File: src/rtl/dram_slot_scheduler.sv
`timescale 1ns/1ps
`default_nettype none
// ============================================================================
// dram_slot_scheduler : video/CPU/refresh DRAM slot arbiter, registered strobes
// Optional refresh engine enabled by macro DRAM_REFRESH_EN.  Rev 1.0
// ============================================================================
module dram_slot_scheduler #(
    parameter int REFRESH_INTERVAL = 128
) (
    input  logic        CLK10,
    input  logic        RESETn,
    input  logic        VIDREQ,
    input  logic [15:0] VIDADDR,
    input  logic        CPUREQ,
    input  logic        CPUWE,
    input  logic [15:0] CPUADDR,
    output logic        VIDACK,
    output logic        CPUACK,
    output logic        RASn,
    output logic        CASn,
    output logic        WEn,
    output logic        MUXSEL,
    output logic [7:0]  DRADDR,
    output logic        REFRESH
);

    typedef enum logic [2:0] {
        IDLE  = 3'd0,
        ROW   = 3'd1,
        COL   = 3'd2,
        PRE   = 3'd3,
        RROW  = 3'd4,
        RHOLD = 3'd5
    } state_t;

    typedef enum logic [1:0] {
        OWN_VID = 2'd0,
        OWN_CPU = 2'd1,
        OWN_REF = 2'd2
    } owner_t;

    state_t      state, state_nx;
    owner_t      owner, owner_nx;
    logic [15:0] addr, addr_nx;
    logic        wr, wr_nx;
    logic [1:0]  starve_cnt, starve_nx;
    logic        refresh_req;
    logic [6:0]  row_cnt;
    logic        cpu_starved, grant_ref, grant_cpu, grant_vid;
    logic        ras_nx, cas_nx, we_nx, mux_nx, vack_nx, cack_nx, rfsh_nx;
    logic [7:0]  dra_nx;

    assign cpu_starved = (starve_cnt == 2'd2);
    assign grant_ref   = (state == IDLE) && refresh_req;
    assign grant_cpu   = (state == IDLE) && !refresh_req && CPUREQ && (cpu_starved || !VIDREQ);
    assign grant_vid   = (state == IDLE) && !refresh_req && VIDREQ && !(CPUREQ && cpu_starved);

    always_comb begin
        state_nx  = state;
        owner_nx  = owner;
        addr_nx   = addr;
        wr_nx     = wr;
        starve_nx = starve_cnt;
        case (state)
            IDLE: begin
                if (grant_ref) begin
                    state_nx = RROW;
                    owner_nx = OWN_REF;
                    wr_nx    = 1'b0;
                end else if (grant_cpu) begin
                    state_nx  = ROW;
                    owner_nx  = OWN_CPU;
                    addr_nx   = CPUADDR;
                    wr_nx     = CPUWE;
                    starve_nx = 2'd0;
                end else if (grant_vid) begin
                    state_nx  = ROW;
                    owner_nx  = OWN_VID;
                    addr_nx   = VIDADDR;
                    wr_nx     = 1'b0;
                    // Saturating count of video wins taken while the CPU waited
                    starve_nx = CPUREQ ? (cpu_starved ? 2'd2 : starve_cnt + 2'd1) : 2'd0;
                end
            end
            ROW:     state_nx = COL;
            COL:     state_nx = PRE;
            RROW:    state_nx = RHOLD;
            RHOLD:   state_nx = PRE;
            PRE:     state_nx = IDLE;
            default: state_nx = IDLE;
        endcase
    end

    // Output values for the state being entered, so every pin comes off a flop
    always_comb begin
        ras_nx  = 1'b1;
        cas_nx  = 1'b1;
        we_nx   = 1'b1;
        mux_nx  = 1'b0;
        vack_nx = 1'b0;
        cack_nx = 1'b0;
        rfsh_nx = 1'b0;
        dra_nx  = 8'h00;
        case (state_nx)
            ROW: begin
                ras_nx = 1'b0;
                dra_nx = addr_nx[7:0];
            end
            COL: begin
                ras_nx = 1'b0;
                cas_nx = 1'b0;
                mux_nx = 1'b1;
                we_nx  = !((owner_nx == OWN_CPU) && wr_nx);
                dra_nx = addr_nx[15:8];
            end
            RROW, RHOLD: begin
                ras_nx  = 1'b0;
                rfsh_nx = 1'b1;
                dra_nx  = {1'b0, row_cnt};
            end
            PRE: begin
                rfsh_nx = (owner_nx == OWN_REF);
                vack_nx = (owner_nx == OWN_VID);
                cack_nx = (owner_nx == OWN_CPU);
            end
            default: ;
        endcase
    end

    always_ff @(posedge CLK10 or negedge RESETn) begin
        if (!RESETn) begin
            state      <= IDLE;
            owner      <= OWN_VID;
            addr       <= 16'h0000;
            wr         <= 1'b0;
            starve_cnt <= 2'd0;
            RASn       <= 1'b1;
            CASn       <= 1'b1;
            WEn        <= 1'b1;
            MUXSEL     <= 1'b0;
            DRADDR     <= 8'h00;
            VIDACK     <= 1'b0;
            CPUACK     <= 1'b0;
            REFRESH    <= 1'b0;
        end else begin
            state      <= state_nx;
            owner      <= owner_nx;
            addr       <= addr_nx;
            wr         <= wr_nx;
            starve_cnt <= starve_nx;
            RASn       <= ras_nx;
            CASn       <= cas_nx;
            WEn        <= we_nx;
            MUXSEL     <= mux_nx;
            DRADDR     <= dra_nx;
            VIDACK     <= vack_nx;
            CPUACK     <= cack_nx;
            REFRESH    <= rfsh_nx;
        end
    end

`ifdef DRAM_REFRESH_EN
    logic [9:0] interval_cnt;
    logic       pending;
    logic       tick;

    assign tick        = (interval_cnt == 10'(REFRESH_INTERVAL - 1));
    assign refresh_req = pending | tick;

    always_ff @(posedge CLK10 or negedge RESETn) begin
        if (!RESETn) begin
            interval_cnt <= 10'd0;
            pending      <= 1'b0;
            row_cnt      <= 7'd0;
        end else begin
            interval_cnt <= tick ? 10'd0 : interval_cnt + 10'd1;
            // A tick landing on a grant that pending already owned must not be lost
            pending      <= grant_ref ? (pending & tick) : (pending | tick);
            if ((state == PRE) && (owner == OWN_REF))
                row_cnt <= row_cnt + 7'd1;
        end
    end
`else
    localparam int unused_refresh_interval = REFRESH_INTERVAL;
    assign refresh_req = 1'b0;
    assign row_cnt     = 7'd0;
`endif

endmodule
`default_nettype wire

File: config.mk
export PLATFORM = sky130hd
export DESIGN_NAME = dram_slot_scheduler
export DESIGN_NICKNAME = d
export VERILOG_FILES = /design/src/rtl/dram_slot_scheduler.sv
export SDC_FILE = /design/constraint.sdc
export NUM_CORES = 1
export LEC_CHECK = 0
export BUFFER_PORTS_ARGS = -buffer_cell sky130_fd_sc_hd__buf_2
export CAP_MARGIN = 10
export CELL_PAD_IN_SITES_DETAIL_PLACEMENT = 0
export CELL_PAD_IN_SITES_GLOBAL_PLACEMENT = 1
export CORE_MARGIN = 8
export CORE_UTILIZATION = 36
export DETAILED_ROUTE_END_ITERATION = 16
export PLACE_DENSITY = 0.8
export SYNTH_ARGS = -nofsm -noshare
export SYNTH_HDL_FRONTEND = slang
export SYNTH_SLANG_ARGS = --single-unit
export TNS_END_PERCENT = 20
File: constraint.sdc
create_clock -name CLK10 -period 2.44 [get_ports CLK10]
set_input_delay 0.122 -clock CLK10 [delete_from_list [all_inputs] [get_ports CLK10]]
set_output_delay 0.122 -clock CLK10 [all_outputs]
set_load 0.03 [all_outputs]
==> results.ini, run 1 <==
[layout]
final_cells=221
area_growth_pct=25.49
num-nets-final=211
antenna_cells=0
final_util_pct=47.42
fillCellCount=355
final_layout_size_suffix_gt1_share_pct=42.20
fin_area_sq_um=1749

[drt]
post-route-drc-count=0
routed_wl_microns=3393
drt_pre_antenna_iters=4
routedWlPerCell_microns=15.35
num_vias=1120
vias_per_cell=5.068
drt_iter0_drc=84
ant_nets=0

[critical_path]
crit_required_ns=2.60
cp_max_fo=11
end_kind=flop
start_kind=flop
path_class=flop to flop
arrival_ns=2.03

[global_routing]
track_usage_pct=11.91
grt_pass1_vias=1238
grt_max_degree=32
grt_pass1_wl_microns=5830
antenna_found_initial=0
gr-total-overflow=0

[timing]
setup_tns_ns=0
skew_ns=0.002469
fmax_mhz=533.7
fin_crit_sh_pct=76.79
period_needed_ns=1.874
slew_headroom_pct=50.26
tightest_slew_ns=0.7411
slew_violations=0
grt_setup_unrepaired=false
finalSetupViolCount=0
hold_viol=0

[power]
p_leak_nw=0.8265
p_total_mw=2.111
power.density_nw_per_um2=1207
ir_drop_mv=0.4280

[yosys]
yosysTopAreaCell=dfrtp_1
syn_area_sq_um=1394
ys_warn_count=0
avgSynthCellArea_sq_um=11.52
synth_flop_cell=dfrtp_1
synthArstFlopShare_pct=100.0
synth_cells=121
synth_edf_count=0
synth_top_cell_area_share_pct=50.27
seq_area_frac_synth_pct=55.92
ys_types=40
synth_fp_nets=160
ys_ff_latch=31
synthMostInstantiatedCell=dfrtp_1
synth_area_leaders=dfrtp_1, dfstp_2, o221a_2
yosys-top-cells-count=dfrtp_1, nand2_1, o22ai_1

[clock_tree]
clk_latency_ns=0.27
hold_buffers=1
cts-root-buf=clkbuf_8
clk_path_buf_depth=2
numCtsBuffers=5
cts_tree=yes
clkSinkCount=31
post_cts_buffers=0
clk_pin_slew_worst_paths_ns=0.06
htreeDepth=2
postCtsResizedCells=0

[outcome]
status=completed

[floorplanning]
die_w_microns=78.23
die-area_sq_um=6119
start_util_pct=37.79
die_h_microns=78.23
coreArea_sq_um=3689
row_count=22
ios=52

[placement]
io_buffers=51
globalplace.congestion=0.7760
dp_hpwl_microns=2578
placed_cell_area_sq_um=1658
dp.cells=212

[job]
drv_cap=0

[worst_hold_path]
hold_path_class=input port to flop

worst paths after layout:
kind	slack, ns	cells past startpoint	startpoint	end
max in group asynchronous	1.58	2	RESETn	DRADDR[1]
hold / removal	0.08	2	VIDREQ	RASn
setup / recovery	0.57	4	state[0]	DRADDR[0]
setup reg to reg	0.57	4	state[0]	DRADDR[0]
hold reg to reg	0.49	2	addr[12]	addr[12]
min in group asynchronous	0.42	2	RESETn	addr[15]
logic make-up (layout without fill, tap and decap cells):
| kind of cell | count (synthesis) | in the layout | synth area share, % |
|---|---|---|---|
| AOI/OAI and AO/OA | 40 | 40 | 22.35 |
| and+or+nand+nor | 33 | 33 | 14.36 |
| DFF | 31 | 31 | 55.92 |
| buffers and inverters | 15 | 67 | 5.565 |
| adders and majority gates | 2 | 2 | 1.795 |
report_power, final:
part / switching [mW] / total (mW) / internal, mW
Sequential: 0.101 / 0.831 / 0.730
Clock: 0.170 / 0.369 / 0.199
Combinational: 0.568 / 0.911 / 0.343
Total: 0.839 / 2.11 / 1.27
worst max-delay path, cell delays in order (launching register included):
cell and delay (ns):
dfrtp_1 0.48, or3_4 0.51, or3_1 0.37, o221a_2 0.14, a2bb2o_1 0.27
cell usage in the layout (no fill, tap or decap), drive strengths merged, types with 2 or more instances in the layout:
master,instances
a32oi,2
o22ai,8
nand2,8
o2bb2ai,5
nor3,2
o221a,6
nand3,2
buf,51
dfrtp,28
o21ai,6
nor2,5
dfstp,3
clkinv,2
ha,2
a21oi,6
or3,7
nand2b,2
clkbuf,7
inv,6
final cells by class:
type / instances / area (sq um) / share of cell area (%)
multi-input cells: 75 / 536.8 / 30.69
clock inverters: 1 / 5.005 / 0.2861
flip-flops and latches: 31 / 779.5 / 44.56
inverters: 7 / 26.28 / 1.502
repair buffers: 52 / 265.3 / 15.16
well taps: 48 / 60.06 / 3.433
clock buffers: 7 / 76.32 / 4.363
registers in the layout (all words and copies together), names as in the netlist:
register / count
WEn: 1
VIDACK: 1
RASn: 1
wr: 1
starve_cnt: 2
DRADDR: 8
CASn: 1
owner: 2
REFRESH: 1
state: 3
addr: 8
CPUACK: 1
MUXSEL: 1
metrics by stage:
step	hold slack (ns)	worst slack, ns
6_report	0.07530	0.5664
5_1_grt	0.08789	0.4985
4_1_cts	0.06352	0.5622
3_5_place_dp	0.1936	0.5737
3_3_place_gp	0.1851	0.6227
2_1_floorplan	-0.1736	0.6997
metal layers:
layer | routed length, microns | track usage (%) | vias to the layer above
met1 | 1466 | 13.50 | 538
li1 | - | - | 551
met4 | 47 | 4.444 | 0
met2 | 1693 | 19.72 | 26
met5 | 0 | 0 | -
met3 | 185 | 4.784 | 5
(Power assumes the default switching activity.)
==> inputs of run 2 (changes only) <==
--- a/config.mk
+++ b/config.mk
@@ -10,9 +10,9 @@
 export CELL_PAD_IN_SITES_DETAIL_PLACEMENT = 0
 export CELL_PAD_IN_SITES_GLOBAL_PLACEMENT = 1
 export CORE_MARGIN = 8
-export CORE_UTILIZATION = 36
+export CORE_UTILIZATION = 32
 export DETAILED_ROUTE_END_ITERATION = 16
-export PLACE_DENSITY = 0.8
+export PLACE_DENSITY = 0.75
 export SYNTH_ARGS = -nofsm -noshare
 export SYNTH_HDL_FRONTEND = slang
 export SYNTH_SLANG_ARGS = --single-unit
==> constraint.sdc (replaced) <==
create_clock -name CLK10 -period 1.6 [get_ports CLK10]
set_input_delay 0.08 -clock CLK10 [delete_from_list [all_inputs] [get_ports CLK10]]
set_output_delay 0.08 -clock CLK10 [all_outputs]
set_load 0.03 [all_outputs]
==> run 2 against run 1 <==
The flow now finishes with violations (negative setup slack). Via count grew 10%. Die area grew 9.9%. Clock-buffer cell count grew 1. Utilization grew 1.2 points. Hold slack lost 0.029 ns. Critical path type unchanged. Largest power group unchanged.
==> results.ini, run 2 (synthesized netlist as in run 1, its figures left out) <==
[outcome]
status=complete, but fails checks  ; was completed
failed_checks=negative setup slack

[timing]
finalSetupViolCount=7  ; was 0
fin_crit_sh_pct=103.1  ; was 76.79%
tightest_slew_ns=0.6831  ; was 0.7411 ns
grt_setup_unrepaired=true  ; was false
period_needed_ns=1.650  ; was 1.874 ns
skew_ns=0.001921  ; was 0.002469 ns
hold_viol=0  ; unchanged
fmax_mhz=606.0  ; was 533.7 MHz
slew_headroom_pct=54.46  ; was 50.26%
slew_violations=0  ; unchanged
worst_slack_ns=-0.05019  ; was 0.5664 ns

[drt]
post-route-drc-count=0  ; unchanged
ant_nets=0  ; unchanged
num_vias=1232  ; was 1120
routed_wl_microns=3968  ; was 3393 microns
drt_iter0_drc=19  ; was 84
drt_pre_antenna_iters=4  ; unchanged
vias_per_cell=5.029  ; was 5.068
routedWlPerCell_microns=16.20  ; was 15.35 microns

[critical_path]
worstReg2RegStart=state[1]  ; was state[0]
cp-startpoint=state[1]  ; was state[0]
end_kind=flop  ; unchanged
start_kind=flop  ; unchanged
crit_chain=or3_4 > buf_6 > or3_4 > o221a_4 > o2bb2ai_2  ; was or3_4 > or3_1 > o221a_2 > a2bb2o_1
cpMaxStageDelayCell=or3_4  ; unchanged
arrival_ns=1.82  ; was 2.03 ns
crit_required_ns=1.77  ; was 2.60 ns
worstReg2RegEnd=DRADDR[1]  ; was DRADDR[0]
cp_common_cell=or3_4
cp_max_fo=6  ; was 11
path_class=flop to flop  ; unchanged
reg2reg_slack_ns=-0.05  ; was 0.57 ns
r2r_cells=5  ; was 4
slowest_delay_ns=0.43  ; was 0.51 ns
setup.worst_path.end=DRADDR[1]  ; was DRADDR[0]

[global_routing]
grt_pass1_vias=1328  ; was 1238
track_usage_pct=12.65  ; was 11.91%
gr-total-overflow=0  ; unchanged
grt_max_degree=32  ; unchanged
grt_pass1_wl_microns=6451  ; was 5830 microns
antenna_found_initial=0  ; unchanged

[placement]
place_ws_ns=-0.07333  ; was 0.5737 ns
dp_hpwl_microns=2928  ; was 2578 microns
globalplace.congestion=0.7566  ; was 0.7760
dp.cells=233  ; was 212
io_buffers=51  ; unchanged

[clock_tree]
clk_latency_ns=0.28  ; was 0.27 ns
htreeDepth=2  ; unchanged
cts-root-buf=clkbuf_8  ; unchanged
clk_pin_slew_worst_paths_ns=0.06  ; about the same
numCtsBuffers=5  ; unchanged
clkSinkCount=31  ; unchanged
cts_tree=yes  ; unchanged
clk_path_buf_depth=2  ; unchanged

[floorplanning]
die_w_microns=82  ; was 78.23 microns
die_h_microns=82  ; was 78.23 microns
coreArea_sq_um=4264  ; was 3689 sq um
die-area_sq_um=6724  ; was 6119 sq um
ios=52  ; unchanged
start_util_pct=32.69  ; was 37.79%
row_count=24  ; was 22

[worst_hold_path]
hold_path_class=input port to flop  ; unchanged

[layout]
final_cells=245  ; was 221
final_layout_size_suffix_gt1_share_pct=55.44  ; was 42.20%
layout_common_cells=buf_2, dfrtp_1, buf_4  ; was buf_2, dfrtp_1, nand2_1, o22ai_1
largestRegisters=DRADDR: 8 flops, addr: 8 flops, state: 3 flops  ; unchanged
layout_commonest_cell=buf_2  ; unchanged
fillCellCount=424  ; was 355
num-nets-final=231  ; was 211
antenna_cells=0  ; unchanged
area_growth_pct=48.65  ; was 25.49%

[power]
power.density_nw_per_um2=1884  ; was 1207 nW/um^2
ir_drop_mv=0.8837  ; was 0.4280 mV
p_leak_nw=0.9670  ; was 0.8265 nW

[job]
drv_cap=0  ; unchanged

==> run 2: cell type report <==
class / count / area [sq um] / area share, %
clock buffer: 8 / 100.1 / 4.831
inverter: 7 / 31.28 / 1.510
multi-input combinational: 76 / 676.9 / 32.67
sequential: 31 / 779.5 / 37.62
tap: 52 / 65.06 / 3.140
timing repair buffer: 71 / 419.2 / 20.23
==> run 2: what timing repair did <==
action	4_1_cts	5_1_grt
resized for setup	9	20
pin swaps	4	2
cloned	1	0
buffers inserted	2	0
hold buffers	1	0
endpoints found under the hold margin	28	0
setup endpoints to repair	9	14
==> run 2: metrics by stage <==
step | area, sq um | util (%) | hold slack (ns) | total power [mW] | setup TNS, ns
2_1_floorplan | 1398 | - | -0.2156 | 2.361 | -0.6155
3_3_place_gp | 1790 | 41.99 | 0.1574 | 2.850 | -0.1613
3_5_place_dp | 1790 | 41.99 | 0.1589 | 2.896 | -0.3459
4_1_cts | 1966 | 46.10 | 0.005149 | 3.716 | -0.1153
5_1_grt | 2072 | 48.59 | 0.05784 | 4.166 | -0.5584
6_report | 2072 | 48.59 | 0.04662 | 3.903 | -0.2086
==> run 2: worst min path at each step <==
stage | cells after the start | startpoint | slack [ns] | end
detailed placement | 1 | RESETn | 0.16 | starve_cnt[0]
global placement | 1 | RESETn | 0.16 | starve_cnt[0]
CTS | 2 | VIDREQ | 0.005 | RASn
global route | 3 | CPUWE | 0.06 | wr
finish | 2 | VIDREQ | 0.05 | RASn
floorplan | 0 | RESETn | -0.22 | CPUACK
==> run 2: critical path: cells and delay by family (launching register included) <==
kind | cells | cell delay (ns)
buffers and inverters | 1 | 0.13
and+or+nand+nor | 2 | 0.78
AOI/OAI and AO/OA | 2 | 0.24
DFF | 1 | 0.38
==> run 2: routing by layer <==
layer	vias to the layer above	track usage (%)	part of all wire, %
met4	0	4.211	1.2
met5	-	0	0
li1	589	-	-
met3	7	5.142	8.0
met2	35	19.97	48
met1	601	15.29	42
==> run 2: power breakdown <==
part	switching [mW]	internal, mW
Sequential	0.116	1.11
Clock	0.283	0.392
Combinational	1.09	0.905
==> inputs of run 3 (changes only) <==
==> config.mk (replaced) <==
export PLATFORM = sky130hd
export DESIGN_NAME = dram_slot_scheduler
export DESIGN_NICKNAME = d
export VERILOG_FILES = /design/src/rtl/dram_slot_scheduler.sv
export SDC_FILE = /design/constraint.sdc
export NUM_CORES = 1
export LEC_CHECK = 0
export ABC_AREA = 1
export BUFFER_PORTS_ARGS = -buffer_cell sky130_fd_sc_hd__buf_2
export CAP_MARGIN = 10
export CORE_MARGIN = 8
export CORE_UTILIZATION = 40
export DETAILED_ROUTE_END_ITERATION = 16
export GPL_TIMING_DRIVEN = 1
export PLACE_DENSITY = 0.71
export SYNTH_ARGS = -nofsm -noshare
export SYNTH_HDL_FRONTEND = slang
export SYNTH_SLANG_ARGS = --single-unit
export TNS_END_PERCENT = 20
==> run 3 against run 2 <==
Clock power is 14% lower. Routed wire length down 7.2%. Cell area shrank 4.5%. The run now ends clean. Largest power group unchanged. Non-clock buffer count fell by 10. Largest cell class unchanged. Register-to-register slack improved by 0.17 ns. Clock skew is 0.0030 ns higher.
==> results.ini, run 3 <==
[outcome]
status=completed  ; was complete, but fails checks

[timing]
slew_headroom_pct=55.52  ; was 54.46%
skew_ns=0.004949  ; was 0.001921 ns
grt_setup_unrepaired=true  ; unchanged
slew_violations=0  ; unchanged
fin_crit_sh_pct=92.28  ; was 103.1%
finalSetupViolCount=0  ; was 7
tightest_slew_ns=0.6672  ; was 0.6831 ns
period_needed_ns=1.476  ; was 1.650 ns
hold_viol=0  ; unchanged
worst_slack_ns=0.1235  ; was -0.05019 ns
fmax_mhz=677.3  ; was 606.0 MHz

[global_routing]
antenna_found_initial=0  ; unchanged
grt_pass1_vias=1392  ; was 1328
grt_max_degree=32  ; unchanged
gr-total-overflow=0  ; unchanged
grt_pass1_wl_microns=6320  ; was 6451 microns
track_usage_pct=12.94  ; was 12.65%

[yosys]
synthMuxAreaShare_pct=0  ; unchanged
ys_types=26  ; was 40
synth_flop_cell=dfrtp_1  ; unchanged
avgSynthCellArea_sq_um=8.223  ; was 11.52 sq um
synth_top_cell_area_share_pct=45.57  ; was 50.27%
synth_area_leaders=dfrtp_1, nand2_1, inv_1  ; was dfrtp_1, dfstp_2, o221a_2
synth_cells=187  ; was 121
synthArstFlopShare_pct=100.0  ; unchanged
ys_warn_count=0  ; unchanged
synth_edf_count=0  ; unchanged
yosysTopAreaCell=dfrtp_1  ; unchanged
synth-xor-area-share_pct=0  ; unchanged
synthMostInstantiatedCell=nand2_1  ; was dfrtp_1
ys_ff_latch=31  ; unchanged
synth-adder-area-share_pct=1.627  ; was 1.795%
synth_compound_area_share_pct=7.404  ; was 22.35%
synthSimpleGateAreaFrac_pct=31.33  ; was 14.36%
synth_fp_nets=226  ; was 160
syn_area_sq_um=1538  ; was 1394 sq um
seq_area_frac_synth_pct=50.69  ; was 55.92%
yosys-top-cells-count=nand2_1, dfrtp_1, inv_1, nor2_1, nand3_1  ; was dfrtp_1, nand2_1, o22ai_1
synth_top_family_by_area=simple AND/OR/NAND/NOR gates  ; was compound AO/OA/AOI/OAI gates

[drt]
num_vias=1370  ; was 1232
routedWlPerCell_microns=12.36  ; was 16.20 microns
vias_per_cell=4.597  ; was 5.029
post-route-drc-count=0  ; unchanged
drt_pre_antenna_iters=4  ; unchanged
ant_nets=0  ; unchanged
drt_iter0_drc=111  ; was 19
routed_wl_microns=3684  ; was 3968 microns

[placement]
place_ws_ns=0.05610  ; was -0.07333 ns
dp_hpwl_microns=2870  ; was 2928 microns
io_buffers=51  ; unchanged
globalplace.congestion=0.7885  ; was 0.7566
placed_cell_area_sq_um=1858  ; was 1790 sq um

[layout]
num-nets-final=288  ; was 231
fin_area_sq_um=1979  ; was 2072 sq um
layout_common_cells=nand2_1, buf_2, dfrtp_1  ; was buf_2, dfrtp_1, buf_4
layout_commonest_cell=nand2_1  ; was buf_2
area_growth_pct=28.72  ; was 48.65%
antenna_cells=0  ; unchanged
largestRegisters=DRADDR: 8 flops, addr: 8 flops, state: 3 flops  ; unchanged
final_layout_size_suffix_gt1_share_pct=35.20  ; was 55.44%

[floorplanning]
coreArea_sq_um=3689  ; was 4264 sq um
ios=52  ; unchanged
row_count=22  ; was 24
start_util_pct=41.69  ; was 32.69%
die_w_microns=78  ; was 82 microns
die-area_sq_um=6084  ; was 6724 sq um
die_h_microns=78  ; was 82 microns

[critical_path]
end_kind=flop  ; unchanged
arrival_ns=1.65  ; was 1.82 ns
reg2reg_slack_ns=0.12  ; was -0.05 ns
worstReg2RegEnd=DRADDR[0]  ; was DRADDR[1]
worstReg2RegStart=starve_cnt[0]  ; was state[1]
crit_required_ns=1.78  ; was 1.77 ns
cp_max_fo=8  ; was 6
start_kind=flop  ; unchanged
path_class=flop to flop  ; unchanged
r2r_cells=10  ; was 5

[worst_hold_path]
hold_path_class=input port to flop  ; unchanged
hold_path.startpoint=CPUWE  ; was VIDREQ
holdPathEnd=wr  ; was RASn
hold_depth=3  ; was 2

[power]
power.density_nw_per_um2=1818  ; was 1884 nW/um^2
pwr-share-seq_pct=33.8  ; was 31.5%
switchingPower_mw=1.564  ; was 1.493 mW
p_int_mw=2.036  ; was 2.411 mW
p_leak_nw=1.093  ; was 0.9670 nW
swShare_pct=43.45  ; was 38.24%
combPwrFrac_pct=50.1  ; was 51.2%
ir_drop_mv=0.6010  ; was 0.8837 mV
power_frac_clock_pct=16.1  ; was 17.3%
p_total_mw=3.599  ; was 3.903 mW

[job]
drv_cap=0  ; unchanged

[clock_tree]
clk_latency_ns=0.28  ; about the same
htreeDepth=2  ; unchanged
clk_pin_slew_worst_paths_ns=0.06  ; about the same
clkSinkCount=31  ; unchanged
cts-root-buf=clkbuf_8  ; unchanged
cts_tree=yes  ; unchanged
clk_path_buf_depth=2  ; unchanged
numCtsBuffers=5  ; unchanged

## run 3: critical path, cell delays in order (launching register included)
cell	delay (ns)
dfrtp_1	0.36
inv_1	0.08
ha_2	0.19
nand2_2	0.07
nand2_4	0.11
nor2_4	0.06
nor2_4	0.16
buf_6	0.14
nand2_1	0.07
nand3_1	0.08
nand2_1	0.05
## run 3: timing repair
| item | CTS | global route |
|---|---|---|
| hold buffers | 1 | 0 |
| gates resized for setup | 0 | 6 |
| hold endpoints to repair | 28 | 0 |
| setup buffers | 0 | 2 |
| setup endpoints to repair | 0 | 12 |
## run 3: worst max-delay path by stage
| stage | startpoint | end | slack, ns | cells past startpoint |
|---|---|---|---|---|
| floorplan | starve_cnt[0] | DRADDR[4] | 0.18 | 12 |
| global placement | starve_cnt[0] | DRADDR[1] | 0.13 | 10 |
| detailed placement | starve_cnt[0] | DRADDR[0] | 0.06 | 10 |
| CTS | starve_cnt[0] | DRADDR[0] | 0.05 | 10 |
| global route | starve_cnt[0] | DRADDR[2] | -0.03 | 9 |
| finish | starve_cnt[0] | DRADDR[0] | 0.12 | 10 |
## run 3: area by class of cell
cell class	count	area (sq um)
clock buffers	7	76.32
clock inverters	1	5.005
fillers	367	1709
inverters	24	90.09
multi-input cells	126	628.1
flip-flops and latches	31	779.5
well taps	48	60.06
repair buffers	61	340.3
## run 3: cell families after synthesis
group           after synthesis
compound gates               19
simple gates                105
buf+inv                      30
flops                        31
fa+ha+maj                     2
## run 3: metrics by stage
step	util [%]	hold slack, ns	instances	setup TNS (ns)
floorplan	-	-0.2156	187	0
global placement	50.37	0.1536	287	0
detailed placement	50.37	0.1519	287	0
CTS	52.85	0.04570	296	0
global route	53.66	0.06893	298	-0.03097
finish	53.66	0.05027	298	0
## run 3: routing by layer
layer | share of wire [%] | wire length (microns) | GRT usage [%] | vias up
met2 | 45 | 1651 | 20.38 | 42
li1 | - | - | - | 703
met1 | 46 | 1706 | 15.55 | 617
met3 | 7.1 | 261 | 4.724 | 8
met5 | 0 | 0 | 0 | -
met4 | 1.8 | 65 | 5.556 | 0
## run 3: power groups by stage
stage | Combinational [mW] | Sequential (mW) | Clock, mW
after global placement | 1.72 | 1.23 | 0
final | 1.80 | 1.22 | 0.578
after global routing | 2.02 | 1.25 | 0.625
after floorplan | 0.982 | 1.54 | 0
after detailed placement | 1.75 | 1.23 | 0
after CTS | 1.76 | 1.22 | 0.593
